### src/rtl/cpu_ctrl_pkg.sv
// Shared definitions for the hardwired control unit: opcodes, sequencer states
// and the one-hot ALU operation bit positions also used by the datapath ALU.
package cpu_ctrl_pkg;

    localparam logic [4:0] OP_ADD  = 5'b00011;
    localparam logic [4:0] OP_SUB  = 5'b00100;
    localparam logic [4:0] OP_AND  = 5'b00101;
    localparam logic [4:0] OP_OR   = 5'b00110;
    localparam logic [4:0] OP_ROR  = 5'b00111;
    localparam logic [4:0] OP_ROL  = 5'b01000;
    localparam logic [4:0] OP_SHR  = 5'b01001;
    localparam logic [4:0] OP_SHRA = 5'b01010;
    localparam logic [4:0] OP_SHL  = 5'b01011;
    localparam logic [4:0] OP_DIV  = 5'b01111;
    localparam logic [4:0] OP_MUL  = 5'b10000;
    localparam logic [4:0] OP_NEG  = 5'b10001;
    localparam logic [4:0] OP_NOT  = 5'b10010;
    localparam logic [4:0] OP_HALT = 5'b11011;

    localparam int ALU_W    = 13;
    localparam int ALU_AND  = 0;
    localparam int ALU_OR   = 1;
    localparam int ALU_ADD  = 2;
    localparam int ALU_SUB  = 3;
    localparam int ALU_MUL  = 4;
    localparam int ALU_DIV  = 5;
    localparam int ALU_SHR  = 6;
    localparam int ALU_SHRA = 7;
    localparam int ALU_SHL  = 8;
    localparam int ALU_ROR  = 9;
    localparam int ALU_ROL  = 10;
    localparam int ALU_NEG  = 11;
    localparam int ALU_NOT  = 12;

    typedef enum logic [3:0] {
        ST_RST, ST_T0, ST_T1, ST_T2, ST_T3, ST_T4, ST_T5, ST_T6, ST_HALT
    } state_e;

    function automatic logic is_rfmt(input logic [4:0] op);
        return (op >= OP_ADD) && (op <= OP_SHL);
    endfunction

    function automatic logic is_muldiv(input logic [4:0] op);
        return (op == OP_MUL) || (op == OP_DIV);
    endfunction

    function automatic logic is_unary(input logic [4:0] op);
        return (op == OP_NEG) || (op == OP_NOT);
    endfunction

    function automatic logic [ALU_W-1:0] alu_onehot(input logic [4:0] op);
        logic [ALU_W-1:0] v;
        v = '0;
        case (op)
            OP_AND:  v[ALU_AND]  = 1'b1;
            OP_OR:   v[ALU_OR]   = 1'b1;
            OP_ADD:  v[ALU_ADD]  = 1'b1;
            OP_SUB:  v[ALU_SUB]  = 1'b1;
            OP_MUL:  v[ALU_MUL]  = 1'b1;
            OP_DIV:  v[ALU_DIV]  = 1'b1;
            OP_SHR:  v[ALU_SHR]  = 1'b1;
            OP_SHRA: v[ALU_SHRA] = 1'b1;
            OP_SHL:  v[ALU_SHL]  = 1'b1;
            OP_ROR:  v[ALU_ROR]  = 1'b1;
            OP_ROL:  v[ALU_ROL]  = 1'b1;
            OP_NEG:  v[ALU_NEG]  = 1'b1;
            OP_NOT:  v[ALU_NOT]  = 1'b1;
            default: v = '0;
        endcase
        return v;
    endfunction

endpackage

### src/rtl/reg_select_decoder.sv
// Picks the Ra/Rb/Rc field of the IR and turns it into one-hot register
// load (Rin) and bus-drive (Rout) enables.
module reg_select_decoder #(
    parameter int NREG = 16
) (
    input  logic [31:0]     IR,
    input  logic            Gra,
    input  logic            Grb,
    input  logic            Grc,
    input  logic            Rin_en,
    input  logic            Rout_en,
    output logic [NREG-1:0] Rin,
    output logic [NREG-1:0] Rout
);

    logic [3:0]      sel;
    logic [NREG-1:0] onehot;
    logic            unused_ir;

    assign sel    = ({4{Gra}} & IR[26:23]) | ({4{Grb}} & IR[22:19]) | ({4{Grc}} & IR[18:15]);
    assign onehot = {{(NREG-1){1'b0}}, 1'b1} << sel;
    assign Rin    = Rin_en  ? onehot : '0;
    assign Rout   = Rout_en ? onehot : '0;

    assign unused_ir = ^{IR[31:27], IR[14:0]};

endmodule

### src/rtl/control_sequencer.sv
// Hardwired Moore control unit: fetch, decode and per-class execute steps,
// with strobes decoded from the present state and the IR fields.
module control_sequencer
    import cpu_ctrl_pkg::*;
#(
    parameter int OPW  = 5,
    parameter int NREG = 16
) (
    input  logic             clk,
    input  logic             reset,
    input  logic [31:0]      IR,
    input  logic             stop,
    output logic [NREG-1:0]  Rin,
    output logic [NREG-1:0]  Rout,
    output logic             PCout,
    output logic             PCin,
    output logic             IncPC,
    output logic             MARin,
    output logic             MDRin,
    output logic             MDRout,
    output logic             Read,
    output logic             IRin,
    output logic             Yin,
    output logic             Zin,
    output logic             Zhighout,
    output logic             Zlowout,
    output logic             HIin,
    output logic             LOin,
    output logic             HIout,
    output logic             LOout,
    output logic [ALU_W-1:0] alu_op,
    output logic             run
);

    state_e         state_q, state_d;
    logic [OPW-1:0] op;
    logic           c_rfmt, c_md, c_un;
    logic           Gra, Grb, Grc, Rin_en, Rout_en;
    state_e         end_state;

    assign op     = IR[31:32-OPW];
    assign c_rfmt = is_rfmt(op);
    assign c_md   = is_muldiv(op);
    assign c_un   = is_unary(op);

    // stop only matters on the edge that leaves the final step of an instruction
    assign end_state = stop ? ST_HALT : ST_T0;

    always_ff @(posedge clk or negedge reset) begin
        if (!reset) state_q <= ST_RST;
        else        state_q <= state_d;
    end

    always_comb begin
        state_d = state_q;
        case (state_q)
            ST_RST:  state_d = ST_T0;
            ST_T0:   state_d = ST_T1;
            ST_T1:   state_d = ST_T2;
            ST_T2:   state_d = ST_T3;
            ST_T3: begin
                if (c_rfmt || c_md || c_un) state_d = ST_T4;
                else if (op == OP_HALT)      state_d = ST_HALT;
                else                         state_d = end_state;
            end
            ST_T4:   state_d = c_un ? end_state : ST_T5;
            ST_T5:   state_d = c_md ? ST_T6 : end_state;
            ST_T6:   state_d = end_state;
            ST_HALT: state_d = ST_HALT;
            default: state_d = ST_RST;
        endcase
    end

    always_comb begin
        PCout = 1'b0; PCin = 1'b0; IncPC = 1'b0; MARin = 1'b0;
        MDRin = 1'b0; MDRout = 1'b0; Read = 1'b0; IRin = 1'b0;
        Yin = 1'b0; Zin = 1'b0; Zhighout = 1'b0; Zlowout = 1'b0;
        HIin = 1'b0; LOin = 1'b0; HIout = 1'b0; LOout = 1'b0;
        alu_op = '0;
        Gra = 1'b0; Grb = 1'b0; Grc = 1'b0; Rin_en = 1'b0; Rout_en = 1'b0;
        case (state_q)
            ST_T0: begin PCout = 1'b1; MARin = 1'b1; IncPC = 1'b1; Zin = 1'b1; end
            ST_T1: begin Zlowout = 1'b1; PCin = 1'b1; Read = 1'b1; MDRin = 1'b1; end
            ST_T2: begin MDRout = 1'b1; IRin = 1'b1; end
            ST_T3: begin
                if (c_rfmt) begin
                    Grb = 1'b1; Rout_en = 1'b1; Yin = 1'b1;
                end else if (c_md) begin
                    Gra = 1'b1; Rout_en = 1'b1; Yin = 1'b1;
                end else if (c_un) begin
                    Grb = 1'b1; Rout_en = 1'b1; alu_op = alu_onehot(op); Zin = 1'b1;
                end
            end
            ST_T4: begin
                if (c_rfmt) begin
                    Grc = 1'b1; Rout_en = 1'b1; alu_op = alu_onehot(op); Zin = 1'b1;
                end else if (c_md) begin
                    Grb = 1'b1; Rout_en = 1'b1; alu_op = alu_onehot(op); Zin = 1'b1;
                end else if (c_un) begin
                    Zlowout = 1'b1; Gra = 1'b1; Rin_en = 1'b1;
                end
            end
            ST_T5: begin
                if (c_rfmt) begin
                    Zlowout = 1'b1; Gra = 1'b1; Rin_en = 1'b1;
                end else if (c_md) begin
                    Zlowout = 1'b1; LOin = 1'b1;
                end
            end
            ST_T6: begin
                if (c_md) begin
                    Zhighout = 1'b1; HIin = 1'b1;
                end
            end
            default: ;
        endcase
    end

    assign run = (state_q != ST_RST) && (state_q != ST_HALT);

    reg_select_decoder #(.NREG(NREG)) u_regsel (
        .IR      (IR),
        .Gra     (Gra),
        .Grb     (Grb),
        .Grc     (Grc),
        .Rin_en  (Rin_en),
        .Rout_en (Rout_en),
        .Rin     (Rin),
        .Rout    (Rout)
    );

endmodule

### config.mk
export PLATFORM = sky130hd
export DESIGN_NAME = control_sequencer
export DESIGN_NICKNAME = d
export VERILOG_FILES = /design/src/rtl/cpu_ctrl_pkg.sv /design/src/rtl/reg_select_decoder.sv /design/src/rtl/control_sequencer.sv
export SDC_FILE = /design/constraint.sdc
export NUM_CORES = 1
export LEC_CHECK = 0
export BUFFER_PORTS_ARGS = -buffer_cell sky130_fd_sc_hd__buf_2
export CAP_MARGIN = 20
export CORE_MARGIN = 2
export CORE_UTILIZATION = 35
export CTS_CLUSTER_SIZE = 12
export DETAILED_ROUTE_END_ITERATION = 10
export GPL_ROUTABILITY_DRIVEN = 0
export HOLD_SLACK_MARGIN = 0.15
export PLACE_DENSITY = 0.77
export SYNTH_ARGS = -nofsm -noshare
export SYNTH_HDL_FRONTEND = slang
export SYNTH_SLANG_ARGS = --single-unit
### constraint.sdc
create_clock -name clk -period 1.9 [get_ports clk]
set_input_delay 0.19 -clock clk [delete_from_list [all_inputs] [get_ports clk]]
set_output_delay 0.19 -clock clk [all_outputs]
set_load 0.1 [all_outputs]
==> flow_metrics.py, run 1 <==
metrics = {
    "outcome": {
        "run_status": "did not finish",
        "lastStage": "3_5_place_dp",
        "tool.error": "[ERROR DPL-0038] Utilization greater than 100%, impossible to legalize",
    },
    "logic_synthesis": {
        "synth-edff-count": 0,
        "syn_avg_cell_area_um2": 6.878,
        "yosys_warnings": 0,
        "synth_cell_types": 56,
        "synth_area_um2": 1162,
        "synth.yosys.seq_area_share": 0.08611,
        "synth-async-reset-ratio": 1.000,
        "syn_inst": 169,
        "synth_seq_cells": 4,
        "synth_ff_type": "dfrtp_1",
    },
    "die": {
        "die_height_um": 61.63,
        "num_rows": 20,
        "io_pins": 97,
        "die_w_um": 61.63,
        "start_util": 0.3746,
    },
    "placement": {
        "portBuffers": 79,
    },
}
## per-stage QoR
step / TNS (ns) / instance area [µm²] / cells / hold slack (ns) / setup WS, ns
2_1_floorplan: -33.86 / 1821 / 170 / -0.1056 / -1.060
3_3_place_gp: -16.19 / 3467 / 344 / -0.007393 / -0.4788
## synthesized netlist by cell type (3+ instances only)
master    number  area (µm²)
nor2_1        30       112.6
nor3_1        18       90.09
nand2_1       13       48.80
buf_4          9       67.56
nor2b_1        8       50.05
nand2b_1       7       43.79
a21oi_1        6       30.03
buf_2          4       20.02
dfrtp_1        4       100.1
nor3_2         4       40.04
a22oi_1        3       22.52
inv_1          3       11.26
or3_1          3       18.77
## logic make-up after synthesis
logic type	count (synthesis)	synth area share
buffers and inverters	21	0.1087
AOI/OAI and AO/OA	39	0.2949
and+or+nand+nor	104	0.5070
other	1	0.003226
DFF	4	0.08612
==> run 2, diff against run 1 <==
- CORE_UTILIZATION: 35 -> 25
- CTS_CLUSTER_SIZE: 12 -> default
- HOLD_SLACK_MARGIN: 0.15 -> default
- PLACE_DENSITY: 0.77 -> default
- PLACE_DENSITY_LB_ADDON: default -> 0.15
- clock period: 1.9 -> 2.5 ns (I/O delays scaled with it)
==> flow_metrics.py, run 2 <==
metrics = {
    "flow_run": {
        "max_cap_violations": 0,
    },
    "logic_synthesis": {
        "yosys-top-cells-area": "nor2_1 (9.7%), dfrtp_1 (8.6%), nor3_1 (7.8%)",
        "synth.yosys.seq_area_share": 0.08611,
        "synth-edff-count": 0,
        "yosys_warnings": 0,
        "synth_cell_types": 56,
        "synth_area_um2": 1162,
        "syn_inst": 169,
        "netlist.area_leader.share": 0.09688,
        "yosys-top-cells-count": "nor2_1 (30), nor3_1 (18), nand2_1 (13)",
        "yosysMostFrequentCell": "nor2_1",
        "synth_ff_type": "dfrtp_1",
        "synth_seq_cells": 4,
        "syn_avg_cell_area_um2": 6.878,
        "synth_area_leader_cell": "nor2_1",
        "synth-async-reset-ratio": 1.000,
    },
    "clock_tree": {
        "clk_pin_slew_ns": 0.03,
        "cts-buffers-inserted": 3,
        "cts_sinks": 4,
        "clock_path_buffers": 2,
        "cts_tree": "built",
        "cts_root_buf": "clkbuf_8",
        "insertion_delay_ns": 0.21,
        "cts_max_level": 1,
    },
    "cells_and_area": {
        "drive_above_1_share": 0.8199,
        "fin_util": 0.8311,
        "final_common_cell": "buf_4",
        "antenna_cells": 0,
        "largest_register": "state_q",
        "n_fill_cell": 226,
        "synthToLayoutAreaGrowth_pct": 215.6,
        "largest_reg_flops": 4,
        "layout_common_cells": "buf_4 (63), buf_12 (55), buf_2 (24)",
        "instances_no_fill": 363,
        "reg_top3": "state_q x4",
        "fin_nets": 348,
    },
    "worst_setup_path": {
        "end_kind": "output pin",
        "start_kind": "register",
        "worstPathCellList": "nand2b_4 > nor2_4 > a32o_2 > buf_6 > o21a_4 > a211o_4 > buf_4 > nor3_4 > buf_12",
        "cp.arrival_ns": 2.35,
        "cp.required_ns": 2.25,
        "critPathKind": "reg2out",
        "cp_max_fo": 8,
        "worst_path_max_delay_cell": "dfrtp_2",
        "max_stage_delay_ns": 0.47,
    },
    "global_route": {
        "first_global_vias": 1824,
        "grt_max_degree": 13,
        "grt_pass1_wl_um": 8983,
        "antenna_found_initial": 0,
        "globalRouteOverflowTotal": 0,
        "gr-usage-all-layers": 0.2133,
    },
    "die": {
        "num_rows": 24,
        "core_area_um2": 4414,
        "die_height_um": 72.19,
        "start_util": 0.2633,
        "die_w_um": 72.19,
        "die_area_um2": 5211,
        "io_pins": 97,
    },
    "timing": {
        "hold_viol": 0,
        "finalSetupViolations": 16,
        "period_needed_ns": 2.603,
        "setup_tns_ns": -0.5666,
        "clock.fmax_mhz": 384.2,
        "setup_ws_ns": -0.1026,
        "finalCritPeriodShare": 1.041,
        "rsz0062_at_grt": "yes",
        "drv_slew": 0,
        "skew_ns": 0.0008833,
    },
    "detailed_routing": {
        "vias": 1893,
        "route.detailed.drc": 0,
        "first_iter_violations": 62,
        "routed_wirelength_um": 6051,
        "via_per_inst": 5.215,
        "ant_nets": 0,
        "first_pass_iters": 5,
        "wire_per_inst_um": 16.67,
    },
    "power": {
        "leakage_nw": 1.441,
        "ir_drop_mv": 1.789,
        "powerDensity_nw_per_um2": 609.9,
        "power_w": 0.002237,
    },
    "outcome": {
        "run_status": "complete, but fails checks",
        "violations": "setup timing",
    },
    "placement": {
        "hpwl_um": 4216,
        "place_ws_ns": -0.08196,
        "portBuffers": 79,
        "dp.cells": 331,
    },
    "worst_hold_path": {
        "hold_class": "in2async",
    },
}
==> run 2: cell counts after synthesis <==
No cell type changed its count.
==> run 2: final timing paths <==
path | slack [ns] | to | from | cells past startpoint
worst min register to register | 0.71 | state_q[0]$_DFF_PN0_ | state_q[3]$_DFF_PN0_ | 3
worst max register to register | 0.87 | state_q[2]$_DFF_PN0_ | state_q[2]$_DFF_PN0_ | 5
min in group clk | 0.42 | state_q[0]$_DFF_PN0_ | stop | 3
worst min-delay path | 0.37 | state_q[2]$_DFF_PN0_ | reset | 2
max in group asynchronous | 2.00 | state_q[1]$_DFF_PN0_ | reset | 2
worst max-delay path | -0.10 | Rout[8] | state_q[1]$_DFF_PN0_ | 9
==> run 2: cells by family (layout without fill, tap and decap cells) <==
kind of cell / count (synthesis) / count (layout) / share of synthesized area
DFF: 4 / 4 / 0.08612
other: 1 / 2 / 0.003226
and+or+nand+nor: 104 / 104 / 0.5070
AOI/OAI and AO/OA: 39 / 39 / 0.2949
buffers and inverters: 21 / 162 / 0.1087
==> run 2: timing repair <==
action | CTS | global route
setup buffers | 14 | 13
endpoints found under the setup margin | 39 | 39
endpoints found under the hold margin | 4 | 0
pin swaps | 12 | 30
hold buffers | 1 | 0
cloned | 0 | 1
resized for setup | 23 | 42
==> run 2: power by group <==
part,total [W],switching [W],internal (W)
logic,0.00195,0.00131,0.000642
registers,0.000153,0.0000546,0.0000981
clock network,0.000131,0.0000286,0.000102
==> run 2: area by class of cell <==
cell class | count | area, µm² | area share
Clock buffer | 3 | 41.29 | 0.01126
Inverter | 3 | 11.26 | 0.003070
Multi-Input combinational cell | 145 | 1579 | 0.4304
Sequential cell | 4 | 103.9 | 0.02831
Tap cell | 52 | 65.06 | 0.01774
Timing Repair Buffer | 156 | 1868 | 0.5092
==> run 2: worst max-delay path: cells and delay by family, from the launching register on <==
| family | cells | cell delay [ns] |
|---|---|---|
| flops | 1 | 0.47 |
| buf+inv | 3 | 0.50 |
| compound gates | 3 | 0.83 |
| simple gates | 3 | 0.33 |
==> run 2: stage by stage <==
stage	area, µm²	hold slack, ns
final	3669	0.3739
after global routing	3669	0.3759
after CTS	3364	0.3674
after detailed placement	3104	0.05760
after global placement	3104	0.05503
after floorplan	1625	-0.04559
==> run 2: routing by layer <==
metal	global-route usage	routed length, µm
met1	0.2967	2498
met2	0.3710	3093
met3	0.02361	352
met4	0.01468	106
met5	0	0
No activity file was read; power rests on OpenSTA's default activity.
